**config.mk**
```make
export PLATFORM = sky130hd
export DESIGN_NAME = adder_unit
export DESIGN_NICKNAME = d
export VERILOG_FILES = /design/src/rtl/adder_pkg.sv /design/src/rtl/cla_group4.sv /design/src/rtl/adder_unit.sv
export SDC_FILE = /design/constraint.sdc
export NUM_CORES = 1
export LEC_CHECK = 0
export CAP_MARGIN = 20
export CORE_MARGIN = 2
export CORE_UTILIZATION = 41
export CTS_BUF_LIST = sky130_fd_sc_hd__clkbuf_16
export CTS_CLUSTER_DIAMETER = 200
export CTS_CLUSTER_SIZE = 8
export DETAILED_ROUTE_END_ITERATION = 6
export PLACE_DENSITY = 0.95
export RECOVER_POWER = 100
export SETUP_SLACK_MARGIN = 0.05
export SKIP_CTS_REPAIR_TIMING = 1
export SLEW_MARGIN = 40
export SYNTH_ARGS = -nofsm -noshare
export SYNTH_HDL_FRONTEND = slang
export SYNTH_SLANG_ARGS = --single-unit
```
**constraint.sdc**
```tcl
create_clock -name clk_i -period 2.5 [get_ports clk_i]
set_input_delay 0.75 -clock clk_i [delete_from_list [all_inputs] [get_ports clk_i]]
set_output_delay 0.75 -clock clk_i [all_outputs]
set_load 0.01 [all_outputs]
```
**src/rtl/adder_pkg.sv**
```systemverilog
// Shared constants and helpers for the carry-lookahead adder.
package adder_pkg;

  localparam int ADDER_WIDTH_DEFAULT = 8;
  localparam int CLA_GROUP           = 4;

  // Number of 4-bit lookahead groups needed to cover a given operand width.
  function automatic int num_groups(input int width);
    return (width + CLA_GROUP - 1) / CLA_GROUP;
  endfunction

endpackage

```
**src/rtl/cla_group4.sv**
```systemverilog
// One 4-bit carry-lookahead group: internal bit carries plus group G/P
// for the second-level lookahead.
module cla_group4 (
  input  logic [3:0] i_p,
  input  logic [3:0] i_g,
  input  logic       i_c,
  output logic [3:0] o_c,
  output logic       o_gg,
  output logic       o_gp
);

  // o_c[n] is the carry into bit n of the group, fully flattened.
  always_comb begin
    o_c[0] = i_c;
    o_c[1] = i_g[0] | (i_p[0] & i_c);
    o_c[2] = i_g[1] | (i_p[1] & i_g[0]) | (i_p[1] & i_p[0] & i_c);
    o_c[3] = i_g[2] | (i_p[2] & i_g[1]) | (i_p[2] & i_p[1] & i_g[0])
           | (i_p[2] & i_p[1] & i_p[0] & i_c);
    o_gg   = i_g[3] | (i_p[3] & i_g[2]) | (i_p[3] & i_p[2] & i_g[1])
           | (i_p[3] & i_p[2] & i_p[1] & i_g[0]);
    o_gp   = &i_p;
  end

endmodule

```
**src/rtl/adder_unit.sv**
```systemverilog
// Registered unsigned adder: two-level carry-lookahead network feeding
// a single output register stage. tot is always {carry, sum}.
module adder_unit
  import adder_pkg::*;
#(
  parameter int WIDTH = ADDER_WIDTH_DEFAULT
) (
  input  logic             clk_i,
  input  logic             rst_i,
  input  logic             valid_i,
  input  logic [WIDTH-1:0] a_i,
  input  logic [WIDTH-1:0] b_i,
  output logic             valid_o,
  output logic [WIDTH-1:0] sum,
  output logic             carry,
  output logic [WIDTH:0]   tot
);

  localparam int   NG       = num_groups(WIDTH);
  localparam int   PW       = NG * CLA_GROUP;
  localparam logic CARRY_IN = 1'b0;

  logic [PW-1:0]    w_a;
  logic [PW-1:0]    w_b;
  logic [PW-1:0]    w_p;
  logic [PW-1:0]    w_g;
  logic [PW-1:0]    w_c;
  logic [NG-1:0]    w_gg;
  logic [NG-1:0]    w_gp;
  logic [NG:0]      w_cg;
  logic [PW:0]      w_c_all;
  logic [WIDTH-1:0] w_sum;
  logic             w_carry;

  logic [WIDTH-1:0] r_sum;
  logic             r_carry;
  logic             r_valid;

  // Zero-extend to a whole number of groups; padding bits never generate
  // or propagate, so they cannot disturb the real carry chain.
  assign w_a = PW'(a_i);
  assign w_b = PW'(b_i);
  assign w_p = w_a ^ w_b;
  assign w_g = w_a & w_b;

  // Second-level lookahead: carry into each group from the group G/P terms.
  always_comb begin
    logic v_acc;
    logic v_term;
    v_acc   = 1'b0;
    v_term  = 1'b0;
    w_cg    = '0;
    w_cg[0] = CARRY_IN;
    for (int k = 1; k <= NG; k++) begin
      v_acc = 1'b0;
      for (int j = 0; j < k; j++) begin
        v_term = w_gg[j];
        for (int m = j + 1; m < k; m++) v_term = v_term & w_gp[m];
        v_acc = v_acc | v_term;
      end
      v_term = CARRY_IN;
      for (int m = 0; m < k; m++) v_term = v_term & w_gp[m];
      w_cg[k] = v_acc | v_term;
    end
  end

  for (genvar k = 0; k < NG; k++) begin : g_grp
    cla_group4 u_grp (
      .i_p  (w_p[k*CLA_GROUP +: CLA_GROUP]),
      .i_g  (w_g[k*CLA_GROUP +: CLA_GROUP]),
      .i_c  (w_cg[k]),
      .o_c  (w_c[k*CLA_GROUP +: CLA_GROUP]),
      .o_gg (w_gg[k]),
      .o_gp (w_gp[k])
    );
  end

  // Carry-out is taken at bit WIDTH, not at the padded width.
  assign w_c_all = {w_cg[NG], w_c};
  assign w_sum   = w_p[WIDTH-1:0] ^ w_c[WIDTH-1:0];
  assign w_carry = w_c_all[WIDTH];

  // Output register: load on valid_i, otherwise hold; valid_o pulses per load.
  always_ff @(posedge clk_i or posedge rst_i) begin
    if (rst_i) begin
      r_sum   <= '0;
      r_carry <= 1'b0;
      r_valid <= 1'b0;
    end else begin
      r_valid <= valid_i;
      if (valid_i) begin
        r_sum   <= w_sum;
        r_carry <= w_carry;
      end
    end
  end

  assign valid_o = r_valid;
  assign sum     = r_sum;
  assign carry   = r_carry;
  assign tot     = {r_carry, r_sum};

endmodule

```
; Yosys cells after proc, flatten, opt, wreduce, memory -nomap -nowiden
; Cells that the tools add are included.
[totals]
mem_bits_rw = 0
register_bits = 10
wordCells = 47
romBits = 0
latch_bits = 0
mem_count = 0
[classes]
div_mod_pow = 0
eq_ne = 0
multipliers = 0
addsub = 0
muxes = 0
reduce_logical = 1
n_lt_le_gt_ge = 0
n_shift = 0
bitwise_logic = 43
[op_table]
columns = cell, n
row1 = $and 1x1->1, 24
row2 = $or 1x1->1, 16
row3 = $xor 8x8->8, 2
row4 = $and 8x8->8, 1
row5 = $reduce_and 4->1, 1

; Logic depth before layout (Yosys ltp)
; Gate-level depths: netlist of run 1.
[logic_depth]
word_depth = 8
mapped_depth = 6

; Hierarchy
; A second synthesis of run 1 with hierarchy kept.
[unflattened]
cells_unflattened = 84
hier_area_um2 = 752.0
[modules_own_cells]
columns = module, cells_each, seq_area_each_um2, instances, area_each_um2
row1 = adder_unit, 58, 250.2, 1, 616.8
row2 = cla_group4, 13, 0.0, 2, 67.6

; Least setup slack after synthesis of run 1
; No wires, ideal clock.
[synth_path]
path_type = input -> register
from = in a_i[2]
to = reg r_sum[4], in the netlist sum[4]
setup_ns = 0.125
required_ns = 2.375
arrival_time_ns = 2.170
path_slack_ns = 0.205
n_path_buf = 0
stages = 5
path_cell_list = ha_1 > a41o_1 > o21bai_1 > fa_1 > mux2_2
[synth_via]
elab_chain_len = 6
elab_cells_between_ends = 11
[synth_lines]
columns = element, line
row1 = start: declaration, adder_unit.sv:11  ; input logic [WIDTH-1:0] a_i,
row2 = $and 8x8->8 or $xor 8x8->8 (tied branches), "adder_unit.sv:44, adder_unit.sv:43"
row3 = $and 1x1->1 (on tied branches), "cla_group4.sv:19, cla_group4.sv:20"
row4 = "$or 1x1->1, or another cell as far along", cla_group4.sv:19  ; o_gg = i_g[3] | (i_p[3] & i_g[2]) | (i_p[3] & i_p[2] & i_g[1])
row5 = $or 1x1->1 or $and 1x1->1 (tied branches), "cla_group4.sv:19, cla_group4.sv:20"
row6 = $or 1x1->1 *, cla_group4.sv:20  ; | (i_p[3] & i_p[2] & i_p[1] & i_g[0]);
row7 = $xor 8x8->8 *, adder_unit.sv:80  ; assign w_sum = w_p[WIDTH-1:0] ^ w_c[WIDTH-1:0];
row8 = via w_sum[4], adder_unit.sv:32  ; logic [WIDTH-1:0] w_sum;
row9 = end signal: assignment, adder_unit.sv:92  ; r_sum <= w_sum;
row10 = end: declaration, adder_unit.sv:35  ; logic [WIDTH-1:0] r_sum;
; The timed path passes the listed nets; every way through them passes the cells marked *.
; A chain may end at the register's enable or synchronous reset.

; Worst setup path in the final report of run 1
[layout_path]
from = in a_i[0]
to = reg r_sum[4], in the netlist sum[4]
[layout_via]
elab_chain_len = 4
[layout_lines]
columns = element, line
row1 = $and 8x8->8, adder_unit.sv:44  ; assign w_g = w_a & w_b;
row2 = $and 1x1->1, cla_group4.sv:20
row3 = $or 1x1->1, cla_group4.sv:20
row4 = $xor 8x8->8, adder_unit.sv:80
row5 = via w_sum[4], adder_unit.sv:32
; The timed path passes the listed nets, and every way through them passes these cells.

==> results.py, run 1 <==
metrics = {
    "placed_design": {
        "place_congestion": 0.749,
        "numPortBuffers": 37,
        "pre_cts_ws_ns": -0.296,
        "dp_hpwl_um": 1290,
        "dpl-instance-area_mm2": 0.00108,
    },
    "route": {
        "drcViolationCount": 0,
        "wl_um": 1930,
        "drt-initial-drc-count": 11,
        "drt-pass1-iter-count": 3,
        "drt.antenna.violating_nets": 0,
        "via_per_inst": 5.29,
        "num_vias": 630,
        "wl_per_cell_um": 16.2,
    },
    "setup_path": {
        "slowest_delay_ns": 0.47,
        "path_class": "input port to flip-flop",
        "end_kind": "flip-flop",
        "rr_startpoint": "carry$_DFFE_PP0P_",
        "cp-start-kind": "input port",
        "r2r_slack_ns": 1.57,
        "crit_chain": "clkdlybuf4s50_1, ha_2, a41o_1, o21bai_2, fa_1, mux2_4",
        "critPathRequiredTime_ns": 2.62,
        "cpMaxStageDelayCell": "fa_1",
        "cp_max_fo": 3,
        "cp-startpoint": "a_i[0]",
        "cp_data_arrival_time_ns": 2.52,
    },
    "synth": {
        "seq_area_frac_synth": 0.355,
        "yosysWarnings": 0,
        "ys_ff_latch": 10,
        "synthCells": 65,
        "yosysMostFrequentCell": "dfrtp_1",
        "synthTopCellsByCount": "10 x dfrtp_1, 9 x buf_4, 8 x ha_1",
        "synth_top_flop_cell": "dfrtp_1",
        "synthArstFlopShare": 1.00,
        "synth_area_leaders": "dfrtp_1 36%, ha_1 14%, buf_4 9.6%",
        "syn_nets": 94,
        "avgSynthCellArea_um2": 10.8,
        "synth_cell_type_count": 23,
        "netlist.area_leader.share": 0.355,
        "netlist_area_um2": 704,
        "yosysTopAreaCell": "dfrtp_1",
        "synth_edf_count": 0,
    },
    "finish": {
        "area_delta_synth_final_pct": 70.3,
        "drive_above_1_share": 0.184,
        "n_fill_cell": 93,
        "nets": 134,
        "final_area_mm2": 0.00120,
        "n_antenna_cell": 0,
        "utilization": 0.770,
    },
    "sta": {
        "timing.slew.headroom": 0.704,
        "fin_skew_ns": 0,
        "fin_crit_sh": 0.959,
        "rsz0062_at_grt": "no",
        "worst_pin_slew_ns": 0.443,
        "hold_viol": 0,
        "timing.final.ws_setup_ns": 0.102,
        "worst_hold_slack_ns": 0.537,
        "max_freq_mhz": 417,
        "fin_setup_tns_ns": 0,
        "period_needed_ns": 2.40,
        "slew_violations": 0,
        "setup_viol": 0,
    },
    "global_routing": {
        "grt_pass1_wl_um": 2740,
        "antenna_found_initial": 0,
        "grt_pass1_vias": 589,
        "grt_util_all_layers": 0.195,
        "grt_start_max_net_pins": 12,
        "globalRoute.totalOverflow": 0,
    },
    "cts": {
        "h-tree-depth": 1,
        "numCtsBuffers": 3,
        "max-clock-path-buffers": 2,
        "clock_latency_ns": 0.23,
        "cts.sinks": 10,
        "cts_tree": "built",
        "cts-root-buf": "clkbuf_16",
        "clkSlewWorstSetupHoldPaths_ns": 0.04,
    },
    "power": {
        "leakagePower_nw": 0.592,
        "max-vdd-ir-drop_mv": 0.370,
        "powerDensity_mw_per_mm2": 636,
    },
    "worst_hold_path": {
        "hp-class": "flip-flop to flip-flop",
        "hp-start": "sum[5]$_DFFE_PP0P_",
    },
    "run": {
        "maxCapViolCount": 0,
    },
    "floorplan": {
        "dieArea_mm2": 0.00207,
        "ios": 38,
        "dieWidth_um": 45.5,
        "rows": 14,
        "die_h_um": 45.5,
        "coreArea_mm2": 0.00156,
        "start_util": 0.452,
    },
    "outcome": {
        "status": "complete, no violations",
    },
}
-- flip-flops by register name, summed over array words and instances (netlist names) --
name	count
sum	8
valid_o	1
carry	1
-- cell families after synthesis --
group / synth area share
AOI/OAI and AO/OA: 0.147
xor gates and xnor gates: 0.0373
adders and majority gates: 0.199
buffers and inverters: 0.133
DFF: 0.355
muxes: 0.0639
and+or+nand+nor: 0.0640
-- layer usage --
layer,GRT usage,vias up,part of all wire
met5,0,-,0
met4,0.0882,0,0.011
met3,0.0397,4,0.060
met2,0.355,29,0.51
met1,0.214,296,0.41
li1,-,301,-
-- path summary, 6_finish.rpt --
kind	endpoint	cells past startpoint
max	sum[4]$_DFFE_PP0P_	6
min	sum[5]$_DFFE_PP0P_	2
max reg2reg	carry$_DFFE_PP0P_	2
min reg2reg	sum[5]$_DFFE_PP0P_	2
max in group asynchronous	sum[5]$_DFFE_PP0P_	2
min in group asynchronous	sum[3]$_DFFE_PP0P_	2
-- placed cells by master, fill, tap and decap left out, drive strengths merged, types with 2 or more instances in the layout --
cell and instances:
xnor2 3, o31a 2, inv 6, a21oi 4, nand2 2, clkdlybuf4s50 10
mux2 4, dfrtp 10, dlymetal6s2s 6, nor2 2, ha 8, dlygate4sd3 21
fa 2, a21o 2, clkbuf 4, buf 7
-- cell type report --
cell class	count	area [um^2]	area share
timing repair buffer	45	445	0.371
inverter	6	22.5	0.0188
sequential	10	250	0.209
tap	16	20.0	0.0167
multi-input combinational	39	387	0.322
clock buffer	3	75.1	0.0626
-- metrics by stage --
| stage | cells | power [mW] |
|---|---|---|
| after floorplan | 65 | 0.357 |
| after global placement | 115 | 0.480 |
| after detailed placement | 115 | 0.492 |
| after CTS | 118 | 0.777 |
| after global routing | 119 | 0.789 |
| final | 119 | 0.763 |
-- worst max-delay path, delay by kind of cell --
kind,cells,cell delay (ns)
adder cells (fa/ha/maj),2,0.68
AO/OA/AOI/OAI,2,0.40
multiplexers,1,0.27
buffers and inverters,1,0.41
-- where the power goes --
| part | switching (mW) | leakage, nW | internal (mW) |
|---|---|---|---|
| logic | 0.112 | 0.438 | 0.158 |
| registers | 0.0223 | 0.116 | 0.191 |
| clock network | 0.0723 | 0.0370 | 0.207 |
| total | 0.207 | 0.592 | 0.556 |
(Power assumes the default switching activity.)
==> run 2, diff against run 1 <==
- HOLD_SLACK_MARGIN: unset -> 0.03
==> results of run 2 <==
No change in the layout: final DEF, timing and power equal those of run 1.
